[config.mk]
export PLATFORM = sky130hd
export DESIGN_NAME = cpu_ce_gate
export DESIGN_NICKNAME = d
export VERILOG_FILES = /design/src/rtl/cpu_ce_gate.sv
export SDC_FILE = /design/constraint.sdc
export NUM_CORES = 1
export LEC_CHECK = 0
export CORE_MARGIN = 2
export CORE_UTILIZATION = 50
export DETAILED_ROUTE_END_ITERATION = 8
export PLACE_DENSITY = 0.75
export SYNTH_ARGS = -nofsm -noshare
export SYNTH_HDL_FRONTEND = slang
export SYNTH_SLANG_ARGS = --single-unit
[constraint.sdc]
create_clock -name clk_sys -period 7 [get_ports clk_sys]
set_input_delay 2.1 -clock clk_sys [delete_from_list [all_inputs] [get_ports clk_sys]]
set_output_delay 2.1 -clock clk_sys [all_outputs]
set_load 0.01 [all_outputs]
[src/rtl/cpu_ce_gate.sv]
// cpu_ce_gate: fractional CPU clock-enable with instruction-boundary pause and optional audio fade (CE_GATE_MUTE_EN)
module cpu_ce_gate #(
    parameter int NUM       = 1,
    parameter int DEN       = 16,
    parameter int ACC_W     = 16,
    parameter int DRAIN_MAX = 64,
    parameter int AW        = 16
) (
    input  logic                 clk_sys,
    input  logic                 reset,
    input  logic                 pause_cpu,
    input  logic                 cpu_m1,
    output logic                 cpu_ce,
    output logic                 paused,
    input  logic signed [AW-1:0] audio_in,
    output logic signed [AW-1:0] audio_out
);
    localparam int CW = $clog2(DRAIN_MAX + 1);
    typedef enum logic [1:0] {RUN, DRAIN, PAUSED} state_t;
    state_t state, state_nxt;
    logic [ACC_W-1:0] acc, acc_nxt;
    logic [ACC_W:0] sum;
    logic [CW-1:0] drain_cnt, drain_cnt_nxt;
    logic tick, stop, ce_nxt;
    always_comb begin
        sum = {1'b0, acc} + (ACC_W+1)'(NUM);
        tick = sum >= (ACC_W+1)'(DEN);
        acc_nxt = state == PAUSED ? acc : tick ? ACC_W'(sum - (ACC_W+1)'(DEN)) : ACC_W'(sum);
        stop = tick && (cpu_m1 || drain_cnt == CW'(DRAIN_MAX));
    end
    always_ff @(posedge clk_sys or posedge reset)
        if (reset) begin
            state <= RUN;
            acc <= '0;
            drain_cnt <= '0;
        end else begin
            state <= state_nxt;
            acc <= acc_nxt;
            drain_cnt <= drain_cnt_nxt;
        end
    // a pause release always wins over a stop decided on the same edge
    always_comb
        state_nxt = state == RUN   ? (pause_cpu ? DRAIN : RUN) :
                    state == DRAIN ? (!pause_cpu ? RUN : stop ? PAUSED : DRAIN) :
                                     (pause_cpu ? PAUSED : RUN);
    always_comb begin
        ce_nxt = state != PAUSED && tick && !(state == DRAIN && pause_cpu && stop);
        drain_cnt_nxt = state == RUN ? '0 : state == DRAIN && tick && !stop ? drain_cnt + 1'b1 : drain_cnt;
    end
    always_ff @(posedge clk_sys or posedge reset)
        if (reset) begin
            cpu_ce <= 1'b0;
            paused <= 1'b0;
        end else begin
            cpu_ce <= ce_nxt;
            paused <= state_nxt == PAUSED;
        end
`ifdef CE_GATE_MUTE_EN
    logic [7:0] fade_cnt;
    logic signed [AW-1:0] half;
    assign half = audio_out >>> 1;
    // halve once per fade period; -1 would stick under arithmetic shift, so force it to 0
    always_ff @(posedge clk_sys or posedge reset)
        if (reset) begin
            fade_cnt <= '0;
            audio_out <= '0;
        end else if (!paused) begin
            fade_cnt <= '0;
            audio_out <= audio_in;
        end else begin
            fade_cnt <= fade_cnt + 8'd1;
            if (fade_cnt == 8'hff)
                audio_out <= half == '1 ? '0 : half;
        end
`else
    always_ff @(posedge clk_sys or posedge reset)
        if (reset)
            audio_out <= '0;
        else
            audio_out <= audio_in;
`endif
endmodule

* Yosys cells after proc, flatten, opt, wreduce, memory -nomap -nowiden
Index checks and enable logic that the tools add are counted.
Word-level totals: bits in registers 43, logic and storage cells 36
Cells by class: add/subtract/negate cells 3, reductions and logical operators 12, $lt $le $gt $ge 1, equal/unequal tests 5, mux-type cells 9
Operators by type and width (number):
- $add A16 B1 Y17 const B | 1
- $ge A17 B5 Y1 const B | 1
- $mux W16 | 1
- $sub A16 B5 Y16 const B | 1
- $mux W7 | 2
- $mux W2 | 5
- $add A7 B1 Y7 const B | 1
- $eq A7 B7 Y1 const B | 1
- $logic_and A1 B1 Y1 | 7
- $eq A2 B2 Y1 const B | 2
- $eq A2 B1 Y1 const B | 1
- $logic_not A1 Y1 | 2
- $logic_not A2 Y1 | 1
- $ne A2 B2 Y1 const B | 1
- $reduce_bool A2 Y1 | 1
- $logic_or A1 B1 Y1 | 1
- $mux W1 | 1

* Depth between registers and ports, before layout
depth in word-level cells 8, gate-level depth with buffers 11

* Least setup slack after synthesis
Ideal clock, no wire load.
path type input to register, from in cpu_m1, to reg drain_cnt[6], setup slack 4.076 ns, buffers on the path 0, arrival 2.820 ns, data required time 6.896 ns, stages on the path 4, cells stage by stage nor2b_1 nand2_1 or3_1 o311ai_1
On the way: cells in the longest elaborated chain, start to end 5
RTL lines:
- start: declaration | RTL line 12 | input logic cpu_m1,
- $logic_or A1 B1 Y1 | RTL line 29 | stop = tick && (cpu_m1 || drain_cnt == CW'(DRAIN_MAX));
- $logic_and A1 B1 Y1 | RTL line 29
- $logic_not A1 Y1 | RTL line 48 | drain_cnt_nxt = state == RUN ? '0 : state == DRAIN && tick && !stop ? drain_cnt + 1'b1 : drain_cnt;
- $logic_and A1 B1 Y1 | RTL line 48
- $reduce_bool A2 Y1 (no source line)
- end signal: assignment | RTL line 39 | drain_cnt <= drain_cnt_nxt;
- end: declaration | RTL line 23 | logic [CW-1:0] drain_cnt, drain_cnt_nxt;
No other way between the ends. A chain may end at the register's enable or synchronous reset.

* Worst setup path after layout
from reg audio_out[13], to out audio_out[13]
RTL lines:
- start: declaration | RTL line 16 | output logic signed [AW-1:0] audio_out
- start signal: assignment | RTL line 80 | audio_out <= audio_in;
No word-level cell between the ends.

==> results_dict.tcl <==
set metrics [dict create \
    worst_ir_drop_vdd_uv 168.2 \
    r2r_cells 7 \
    cts_max_path_buffers 2 \
    final_cell_area_sq_um 2988 \
    hold_class "flip-flop to flip-flop" \
    worst_pin_slew_ns 0.6589 \
    clkPwrFrac_pct 21.6 \
    cts_setup_buffers 0 \
    hpwl_um 3676 \
    synth_most_common_cell "dfrtp_1" \
    yosysSeqAreaShare_pct 42.62 \
    detail-route-antenna-nets 0 \
    grt_pass1_vias 2011 \
    fin_nets 313 \
    rsz0062_at_grt "no" \
    p_leak_nw 1.133 \
    root_buffer "clkbuf_8" \
    grt_max_degree 44 \
    yosys-top-cells-area "dfrtp_1 43%, nand2_1 4.2%, nand3_1 3.8%" \
    critPathLaunchType "flip-flop" \
    reg2reg_setup_slack_ns 3.75 \
    fill_cells 415 \
    netlist_area_sq_um 2525 \
    io_pins 38 \
    grt_pass1_wl_um 9446 \
    yosysTopAreaCell "dfrtp_1" \
    numPortBuffers 37 \
    worstPathCellList "clkdlybuf4s50_1" \
    drive_above_1_share_pct 10.03 \
    ys_types 60 \
    slew_headroom_pct 54.93 \
    placed_area_sq_um 2873 \
    path_clk_slew_ns 0.09 \
    clk_latency_ns 0.30 \
    p_sw_mw 0.3697 \
    skew_ns 0.009336 \
    fin_crit_sh_pct 46.90 \
    p_total_mw 0.9249 \
    crit_path_max_fanout 1 \
    status "completed" \
    fin_ws_ns 3.717 \
    fin_util_pct 62.43 \
    ctsHtreeMaxLevel 2 \
    antenna_cells 0 \
    hold_depth 1 \
    gp_congestion 0.8616 \
    use_met2_pct 34.60 \
    ys.flop_type "dfrtp_1" \
    dp_slack_ns 3.513 \
    dieHeight_um 75.06 \
    use_met1_pct 29.47 \
    cap_violations 0 \
    hold_buffers 0 \
    cts_resized 0 \
    grtUsageMet3_pct 4.953 \
    slowest_stage "clkdlybuf4s50_1" \
    grt.busiest_layer "met2" \
    area_growth_pct 18.34 \
    cp_num_buf_inv 1 \
    syn_avg_cell_area_sq_um 9.674 \
    combPwrFrac_pct 33.5 \
    holdWs_ns 0.5178 \
    first_pass_iters 4 \
    cp.required_ns 4.90 \
    cts_tree "built" \
    slowest_delay_ns 0.54 \
    cp.depth 1 \
    power_density_nw_per_um2 309.6 \
    critical_path_class "flip-flop to primary output" \
    hold_viol 0 \
    setup_viol_count_final 0 \
    synth_edf_count 0 \
    wirelength_um 5320 \
    via_per_inst 5.843 \
    synthTopCellsByCount "43 x dfrtp_1, 28 x nand2_1, 19 x nand3_1" \
    fp.dieArea_sq_um 5634 \
    syn_inst 261 \
    cts.sinks 43 \
    intPower_mw 0.5552 \
    finalCriticalPeriod_ns 3.283 \
    netSwitchingFraction_pct 39.98 \
    overflow 0 \
    drc 0 \
    fmax_mhz 304.6 \
    fp-row-count 25 \
    cp-end-kind "primary output" \
    wl_per_cell_um 14.94 \
    dp_cells 348 \
    dr.first_iter.drc_count 205 \
    tritoncts.num_buffers 5 \
    ys_seq_elements 43 \
    antenna_found_initial 0 \
    seq_power_share_pct 44.9 \
    synth_top_area_share_pct 42.62 \
    core_region_area_sq_um 4786 \
    final-max-slew-violation-count 0 \
    grt_usage_pct 21.83 \
    critPathTopFamily "buffers and inverters" \
    finalNonFillerCells 356 \
    die_width_um 75.06 \
    syn_nets 286 \
    arrival_ns 1.18 \
    start_util_pct 52.76 \
    synthArstFlopShare_pct 100.0 \
    fin_setup_tns_ns 0 \
    yosysWarnings 0 \
    vias 2080 \
]
-- final timing paths --
kind | start | end
min in group asynchronous | reset | audio_out[7]
min reg2reg | acc[15] | acc[15]
max reg2reg | acc[2] | paused
max | audio_out[13] | audio_out[13]
max in group asynchronous | reset | acc[7]
min | acc[15] | acc[15]
-- routing by layer --
metal,routed length (um),up-vias
met3,280,4
li1,-,1023
met4,34,0
met5,0,-
met2,2646,55
met1,2360,998
-- registers in the layout (all words and copies together) (netlist names) --
register,cells
drain_cnt,7
cpu_ce,1
state,2
audio_out,16
acc,16
paused,1
-- power groups by stage --
| stage | registers, mW | logic (mW) | clock network (mW) |
|---|---|---|---|
| after floorplan | 0.343 | 0.332 | 0 |
| after global placement | 0.414 | 0.302 | 0 |
| after detailed placement | 0.418 | 0.307 | 0 |
| after CTS | 0.413 | 0.310 | 0.204 |
| after global routing | 0.429 | 0.354 | 0.211 |
| final | 0.416 | 0.310 | 0.199 |
-- cell usage in the layout (no fill, tap or decap), types with 6 or more instances in the layout --
cell type         n
nand2b_1          6
clkdlybuf4s50_1  37
o21ai_0           7
nand3_1          19
nand2_1          28
o311ai_0          7
xnor2_1          10
a21oi_1          12
inv_1             6
dfrtp_1          43
nor3_1            7
nor2_1            9
-- area by class of cell --
class	instances	area, sq um	share of cell area, %
clock inverters	3	46.29	1.549
multi-input cells	192	1301	43.55
clock buffers	5	68.82	2.303
flip-flops and latches	43	1076	36.01
well taps	67	83.83	2.806
repair buffers	39	385.4	12.90
inverters	7	26.28	0.8794
-- kinds of logic (layout without fill, tap and decap cells) --
kind of cell / count (synthesis) / in the layout / synth area share (%)
xor gates and xnor gates: 12 / 12 / 4.163
buffers and inverters: 26 / 54 / 5.847
adders and majority gates: 5 / 5 / 2.478
DFF: 43 / 43 / 42.62
AOI/OAI and AO/OA: 62 / 62 / 17.69
and+or+nand+nor: 111 / 111 / 26.36
muxes: 2 / 2 / 0.8424
No activity file was read; power rests on OpenSTA's default activity.
